--- src/rtl/fwd_sel_ctrl_pkg.sv ---
// rtl/fwd_sel_ctrl_pkg.sv - shared select codes and priority helper for EX forwarding
//
// Purpose: select encodings shared with the EX operand muxes, plus the
//          younger-producer-wins select picker used by fwd_sel_ctrl.
// Macros defined here (shared with the operand muxes):
//   FWD_SEL_RF, FWD_SEL_MEM, FWD_SEL_WB, FWD_SEL_WIDTH
`ifndef FWD_SEL_DEFS
`define FWD_SEL_DEFS
`define FWD_SEL_RF    2'b00
`define FWD_SEL_MEM   2'b01
`define FWD_SEL_WB    2'b10
`define FWD_SEL_WIDTH 2
`endif

package fwd_sel_ctrl_pkg;

  // Mux input order of the EX operand muxes; 2'b11 is never produced.
  typedef enum logic [`FWD_SEL_WIDTH-1:0] {
    SEL_RF  = `FWD_SEL_RF,
    SEL_MEM = `FWD_SEL_MEM,
    SEL_WB  = `FWD_SEL_WB
  } fwd_sel_e;

  // Select seen by the ID instruction once it reaches EX: a producer now in
  // EX will sit in MEM, one now in MEM will sit in WB. Younger wins.
  function automatic fwd_sel_e pick_sel(input logic ex_hit, input logic mem_hit);
    if (ex_hit) begin
      return SEL_MEM;
    end else if (mem_hit) begin
      return SEL_WB;
    end else begin
      return SEL_RF;
    end
  endfunction

endpackage

--- src/rtl/fwd_sel_ctrl_match.sv ---
// rtl/fwd_sel_ctrl_match.sv - producer/reader register match comparator
//
// Purpose: flags that a pipeline stage produces the register an ID source reads.
// Ports:
//   we_i      - stage writes its rd
//   rd_i      - stage destination index
//   rs_i      - ID source index
//   rs_used_i - ID instruction actually reads rs
//   hit_o     - forwarding candidate (never for x0)
module fwd_match #(
  parameter int W = 5
) (
  input  logic         we_i,
  input  logic [W-1:0] rd_i,
  input  logic [W-1:0] rs_i,
  input  logic         rs_used_i,
  output logic         hit_o
);

  // x0 reads are hard-wired zero, so a write to x0 is never forwarded.
  assign hit_o = we_i && rs_used_i && (rd_i == rs_i) && (rs_i != '0);

endmodule

--- src/rtl/fwd_sel_ctrl.sv ---
// rtl/fwd_sel_ctrl.sv - EX operand forwarding select and load-use stall controller
//
// Purpose: shadows rd/we/is_load of the EX, MEM (and WB) instructions, computes
//          registered operand selects for the instruction entering EX, and
//          raises a combinational load-use stall.
// Optional macro: FWD_RF_BYPASS_EN adds id_bypass_a_o/id_bypass_b_o (WB match
//          against ID sources, for a regfile read-bypass mux).
// Ports:
//   clk_i, rst_n_i         - clock, asynchronous active-low reset
//   id_valid_i             - ID holds a real instruction
//   id_rs1_i/id_rs2_i      - ID source indices, with id_rs1_used_i/id_rs2_used_i
//   id_rd_i/id_we_i        - ID destination and write enable
//   id_is_load_i           - ID instruction is a load
//   pipe_hold_i            - global freeze
//   flush_i                - kill the ID instruction
//   stall_id_o             - load-use stall (hold PC and IF/ID)
//   ex_fwd_sel_a_o/_b_o    - registered EX operand mux selects
module fwd_sel_ctrl
  import fwd_sel_ctrl_pkg::*;
#(
  parameter int REG_ADDR_WIDTH = 5
) (
  input  logic                      clk_i,
  input  logic                      rst_n_i,
  input  logic                      id_valid_i,
  input  logic [REG_ADDR_WIDTH-1:0] id_rs1_i,
  input  logic [REG_ADDR_WIDTH-1:0] id_rs2_i,
  input  logic                      id_rs1_used_i,
  input  logic                      id_rs2_used_i,
  input  logic [REG_ADDR_WIDTH-1:0] id_rd_i,
  input  logic                      id_we_i,
  input  logic                      id_is_load_i,
  input  logic                      pipe_hold_i,
  input  logic                      flush_i,
  output logic                      stall_id_o,
  output logic [`FWD_SEL_WIDTH-1:0] ex_fwd_sel_a_o,
`ifdef FWD_RF_BYPASS_EN
  output logic                      id_bypass_a_o,
  output logic                      id_bypass_b_o,
`endif
  output logic [`FWD_SEL_WIDTH-1:0] ex_fwd_sel_b_o
);

  localparam int W = REG_ADDR_WIDTH;

  logic         ex_we_q,   ex_we_d;
  logic         ex_load_q, ex_load_d;
  logic [W-1:0] ex_rd_q,   ex_rd_d;
  logic         mem_we_q;
  logic [W-1:0] mem_rd_q;
  fwd_sel_e     sel_a_q,   sel_a_d;
  fwd_sel_e     sel_b_q,   sel_b_d;

  logic ex_hit_a, ex_hit_b, mem_hit_a, mem_hit_b;
  logic issue;

  fwd_match #(.W(W)) u_ex_a  (.we_i(ex_we_q),  .rd_i(ex_rd_q),  .rs_i(id_rs1_i),
                              .rs_used_i(id_rs1_used_i), .hit_o(ex_hit_a));
  fwd_match #(.W(W)) u_ex_b  (.we_i(ex_we_q),  .rd_i(ex_rd_q),  .rs_i(id_rs2_i),
                              .rs_used_i(id_rs2_used_i), .hit_o(ex_hit_b));
  fwd_match #(.W(W)) u_mem_a (.we_i(mem_we_q), .rd_i(mem_rd_q), .rs_i(id_rs1_i),
                              .rs_used_i(id_rs1_used_i), .hit_o(mem_hit_a));
  fwd_match #(.W(W)) u_mem_b (.we_i(mem_we_q), .rd_i(mem_rd_q), .rs_i(id_rs2_i),
                              .rs_used_i(id_rs2_used_i), .hit_o(mem_hit_b));

  // A load still in EX has no result to forward yet; flush kills the reader,
  // so it cannot stall.
  assign stall_id_o = id_valid_i && !flush_i && ex_load_q && (ex_hit_a || ex_hit_b);

  // Only a live, unflushed, unstalled instruction enters EX; anything else is a bubble.
  assign issue = id_valid_i && !flush_i && !stall_id_o;

  always_comb begin
    ex_we_d   = 1'b0;
    ex_load_d = 1'b0;
    ex_rd_d   = '0;
    sel_a_d   = SEL_RF;
    sel_b_d   = SEL_RF;
    if (issue) begin
      ex_we_d   = id_we_i;
      ex_load_d = id_is_load_i;
      ex_rd_d   = id_rd_i;
      sel_a_d   = pick_sel(ex_hit_a, mem_hit_a);
      sel_b_d   = pick_sel(ex_hit_b, mem_hit_b);
    end
  end

  always_ff @(posedge clk_i or negedge rst_n_i) begin
    if (!rst_n_i) begin
      ex_we_q   <= 1'b0;
      ex_load_q <= 1'b0;
      ex_rd_q   <= '0;
      mem_we_q  <= 1'b0;
      mem_rd_q  <= '0;
      sel_a_q   <= SEL_RF;
      sel_b_q   <= SEL_RF;
    end else if (!pipe_hold_i) begin
      ex_we_q   <= ex_we_d;
      ex_load_q <= ex_load_d;
      ex_rd_q   <= ex_rd_d;
      mem_we_q  <= ex_we_q;
      mem_rd_q  <= ex_rd_q;
      sel_a_q   <= sel_a_d;
      sel_b_q   <= sel_b_d;
    end
  end

  assign ex_fwd_sel_a_o = sel_a_q;
  assign ex_fwd_sel_b_o = sel_b_q;

`ifdef FWD_RF_BYPASS_EN
  // WB shadow is only needed to cover the same-cycle regfile write/read case.
  logic         wb_we_q;
  logic [W-1:0] wb_rd_q;

  always_ff @(posedge clk_i or negedge rst_n_i) begin
    if (!rst_n_i) begin
      wb_we_q <= 1'b0;
      wb_rd_q <= '0;
    end else if (!pipe_hold_i) begin
      wb_we_q <= mem_we_q;
      wb_rd_q <= mem_rd_q;
    end
  end

  fwd_match #(.W(W)) u_wb_a (.we_i(wb_we_q), .rd_i(wb_rd_q), .rs_i(id_rs1_i),
                             .rs_used_i(id_rs1_used_i), .hit_o(id_bypass_a_o));
  fwd_match #(.W(W)) u_wb_b (.we_i(wb_we_q), .rd_i(wb_rd_q), .rs_i(id_rs2_i),
                             .rs_used_i(id_rs2_used_i), .hit_o(id_bypass_b_o));
`endif

endmodule

--- config.mk ---
export PLATFORM = sky130hd
export DESIGN_NAME = fwd_sel_ctrl
export DESIGN_NICKNAME = d
export VERILOG_FILES = /design/src/rtl/fwd_sel_ctrl_pkg.sv /design/src/rtl/fwd_sel_ctrl_match.sv /design/src/rtl/fwd_sel_ctrl.sv
export SDC_FILE = /design/constraint.sdc
export NUM_CORES = 1
export LEC_CHECK = 0
export ABC_CLOCK_PERIOD_IN_PS = 1660
export BUFFER_PORTS_ARGS = -buffer_cell sky130_fd_sc_hd__buf_2
export CORE_ASPECT_RATIO = 1.1
export CORE_MARGIN = 2
export CORE_UTILIZATION = 45
export DETAILED_ROUTE_END_ITERATION = 10
export GPL_TIMING_DRIVEN = 0
export PLACE_DENSITY_LB_ADDON = 0.3
export SLEW_MARGIN = 20
export SYNTH_ARGS = -nofsm -noshare
export SYNTH_HDL_FRONTEND = slang
export SYNTH_HIERARCHICAL = 1
export SYNTH_SLANG_ARGS = --single-unit
--- constraint.sdc ---
create_clock -name clk_i -period 1.66 [get_ports clk_i]
set_clock_uncertainty 0.15 [all_clocks]
set_input_delay 0.083 -clock clk_i [delete_from_list [all_inputs] [get_ports clk_i]]
set_output_delay 0.083 -clock clk_i [all_outputs]
set_load 0.02 [all_outputs]
==> parameters.txt <==
Parameter                              Value

Timing
  Hold violation count in the final report ... 0
  Setup repair after global routing missed its margin ... true
  Max Transition Viols Final ... 0
  Slew of the pin with the lowest slew margin ... 0.406 ns
  Max transition margin ... 72.9%
  Final clock period utilization by the worst path ... 125%
  Peak Freq ... 0.483 GHz
  Post-route minimum period ... 2.07 ns
  Min setup slack post-route ... -0.409 ns
  Worst hold slack ... 0.0759 ns
  Total setup violations reported at the end of the flow ... 12

Floorplan
  Floorplan die area ... 2590 sq um
  IO Pins ... 29
  Die boundary height ... 53.2 um
  Chip width ... 48.7 um
  Initial Util ... 48.4%
  Placeable Area ... 2040 sq um
  Floorplan row count ... 17

Place
  Gpl congestion ... 0.857
  Number of input and output port buffers inserted ... 27
  Instance area at placement ... 1170 sq um
  DP HPWL ... 1730 um
  Placed cells ... 139

Routing
  DR iter-0 viols ... 10
  Total vias in the final route ... 922
  Routed length on met1 ... 1080 um
  Detail-routed net length per standard cell ... 16.2 um
  Count of nets left with antenna violations after detail routing ... 0
  Routed wire length ... 2660 um
  Met3 wirelength from detailed routing ... 117 um
  First-pass iteration count of the detailed router ... 4
  DRC errors left ... 0
  Routed met2 length ... 1420 um
  Number of vias per cell ... 5.62
  Highest Signal Layer ... met4

Synth
  Distinct cell type count after synthesis ... 19
  Synth Register Bits ... 17
  Number of synthesized flops with an enable pin ... 0
  Post-synthesis async set-or-reset flop share ... 100%
  Post-synthesis instance area ... 988 sq um
  Flip-flop cell with the highest count after synthesis ... sky130_fd_sc_hd__dfrtp_1
  Warnings, synthesis ... 6
  Sequential-to-total area share from yosys stat ... 43.0%
  Most frequently used cell type in the post-synthesis netlist ... sky130_fd_sc_hd__dfrtp_1
  Top post-synthesis cells by area ... sky130_fd_sc_hd__dfrtp_1 43%, sky130_fd_sc_hd__xnor2_1 14%, sky130_fd_sc_hd__a32o_1 9.1%, sky130_fd_sc_hd__mux2_2 6.8%, sky130_fd_sc_hd__nor3b_2 5.1%
  Largest area contributor in the netlist ... sky130_fd_sc_hd__dfrtp_1
  Most frequent cells after synthesis ... 17 x sky130_fd_sc_hd__dfrtp_1, 16 x sky130_fd_sc_hd__xnor2_1, 9 x sky130_fd_sc_hd__a32o_1, 6 x sky130_fd_sc_hd__mux2_2
  Gate Count Post-Synth ... 84
  Fraction of synthesized cell area taken by the top area cell type ... 43.0%
  Average footprint of a synthesized cell ... 11.8 sq um
  Nets in the synthesized netlist ... 108

Cells and area
  Fillers ... 163
  Final Instance Area ... 1460 sq um
  Final layout net count ... 161
  Number of antenna cells inserted ... 0
  Area growth from synthesis to layout ... 48.0%
  Final core area utilization ... 71.6%
  Area used by sequential logic in the layout ... 429 sq um
  Share of final-layout standard cells stronger than drive strength 1 ... 49.3%
  Non-Filler Instances ... 164
  Multi-input logic area ... 612 sq um

Global route
  Number of global-route vias before repair ... 959
  Largest net degree at the start of global routing ... 18
  Global-route wire length before repair ... 4240 um
  Total gr overflow ... 0
  Number of antenna violations at the first check in global routing ... 0
  Overall fraction of global-route tracks in use ... 22.4%

Power
  Net load switching power ... 250 uW
  Portion of total power attributed to sequential cells ... 52.4%
  Logic pwr share ... 22.6%
  Clock network fraction of design power ... 24.9%
  PnR Total Power ... 894 uW
  Switching share of power ... 27.9%
  Worst-case vdd ir drop ... 584 uV
  Pwr Density ... 611 nW/um^2
  Cell-internal power ... 644 uW
  Leakage ... 0.000640 uW

Clock network
  Sink count of the clock tree ... 17
  Clock transition at the register clock pins on the worst setup and hold paths after CTS ... 0.09 ns
  CTS tree ... done
  Clock latency on the worst-skew pair ... 0.29 ns
  # H-tree levels ... 1
  CTS max path bufs ... 2
  Root cell of the clock tree ... sky130_fd_sc_hd__clkbuf_4
  Clock buffer count from CTS ... 3

Outcome
  Status ... finished with violations
  Failing checks ... negative setup slack

Critical path
  Endpoint arrival time on the critical path ... 1.84 ns
  Kind of critical path ... flop to output pin
  Endpoint required time on the critical path ... 1.43 ns
  Top fanout value on the critical path ... 5
  Category of the worst setup path launch point ... flop
  Critical Path End Type ... output pin

Run
  Reported max-cap violation count ... 0

Min path
  Worst min-delay path category ... primary input to async pin
## registers in the layout, summed over array words and instances (netlist names)
name,cells
ex_we_q,1
mem_we_q,1
mem_rd_q,5
ex_fwd_sel_b_o,2
ex_load_q,1
ex_rd_q,5
ex_fwd_sel_a_o,2
## critical path, stage by stage (launching register included)
cell and delay (ns):
sky130_fd_sc_hd__dfrtp_2 0.47, sky130_fd_sc_hd__nor4_1 0.08, sky130_fd_sc_hd__o21ai_0 0.23, sky130_fd_sc_hd__nor3b_4 0.32
sky130_fd_sc_hd__o21ai_4 0.11, sky130_fd_sc_hd__nor3b_4 0.19, sky130_fd_sc_hd__buf_6 0.14
## cell families after synthesis
group           synth area share, %
compound gates                 17.0
mux                            6.83
flops                          43.0
buf+inv                        3.16
simple gates                   15.8
xor+xnor                       14.2
## power groups by stage
stage	Sequential, uW	Clock [uW]	Combinational, uW
after floorplan	466	0	96.0
after global placement	474	0	147
after detailed placement	474	0	155
after CTS	468	221	187
after global routing	473	246	218
final	469	223	202
## cell type report
cell class                 instances  area share, %
inverter                           4           1.03
buffer                             2           1.11
timing repair buffer              48           22.5
sequential                        17           29.3
tap                               28           2.40
multi-input combinational         61           41.8
clock buffer                       4           1.80
## final timing paths
check,startpoint,endpoint,slack (ns),cells after the start
setup / recovery,ex_rd_q[1]$_DFFE_PN0N_,stall_id_o,-0.41,6
hold / removal,rst_n_i,ex_load_q$_DFFE_PN0N_,0.08,2
setup reg to reg,ex_rd_q[1]$_DFFE_PN0N_,ex_fwd_sel_b_o[0]$_DFFE_PN0N_,-0.33,8
hold reg to reg,ex_fwd_sel_b_o[1]$_DFFE_PN0N_,ex_fwd_sel_b_o[1]$_DFFE_PN0N_,0.36,1
max in group asynchronous,rst_n_i,ex_rd_q[1]$_DFFE_PN0N_,0.99,2
min in group clk_i,flush_i,ex_fwd_sel_a_o[0]$_DFFE_PN0N_,0.08,3
## repair_timing
action | in CTS | in global routing
setup buffers | 7 | 5
setup endpoints to repair | 10 | 12
pin swaps | 5 | 6
endpoints found under the hold margin | 31 | 0
gates resized for setup | 13 | 5
hold buffers | 9 | 0
## through the flow
| step | setup TNS (ns) | worst slack (ns) |
|---|---|---|
| 2_1_floorplan | 0 | 0.00436 |
| 3_3_place_gp | -1.76 | -0.250 |
| 3_5_place_dp | -2.00 | -0.268 |
| 4_1_cts | -2.68 | -0.368 |
| 5_1_grt | -4.31 | -0.474 |
| 6_report | -3.61 | -0.409 |
## metal layers
| metal | vias up | GRT usage, % |
|---|---|---|
| met2 | 33 | 42.7 |
| li1 | 433 | - |
| met4 | 0 | 11.4 |
| met1 | 452 | 24.5 |
| met3 | 4 | 3.11 |
| met5 | - | 0 |
## placed cells by master, fill, tap and decap left out, types with 2 or more instances in the layout
cell                            instances
sky130_fd_sc_hd__a22o_1                 2
sky130_fd_sc_hd__nor4_1                 3
sky130_fd_sc_hd__o21ai_0                3
sky130_fd_sc_hd__clkbuf_4               3
sky130_fd_sc_hd__mux2_2                 6
sky130_fd_sc_hd__buf_6                  4
sky130_fd_sc_hd__nand2_1                2
sky130_fd_sc_hd__buf_4                 10
sky130_fd_sc_hd__inv_1                  4
sky130_fd_sc_hd__o2111ai_1              2
sky130_fd_sc_hd__dfrtp_1               14
sky130_fd_sc_hd__dfrtp_2                3
sky130_fd_sc_hd__nor3b_2                2
sky130_fd_sc_hd__xnor2_2                2
sky130_fd_sc_hd__nor3b_4                4
sky130_fd_sc_hd__nand3_1                4
sky130_fd_sc_hd__a32o_1                 9
sky130_fd_sc_hd__buf_2                 27
sky130_fd_sc_hd__dlygate4sd3_1          9
sky130_fd_sc_hd__o2111ai_2              2
sky130_fd_sc_hd__xnor2_1               14
Power figures use the tool's default switching activity.
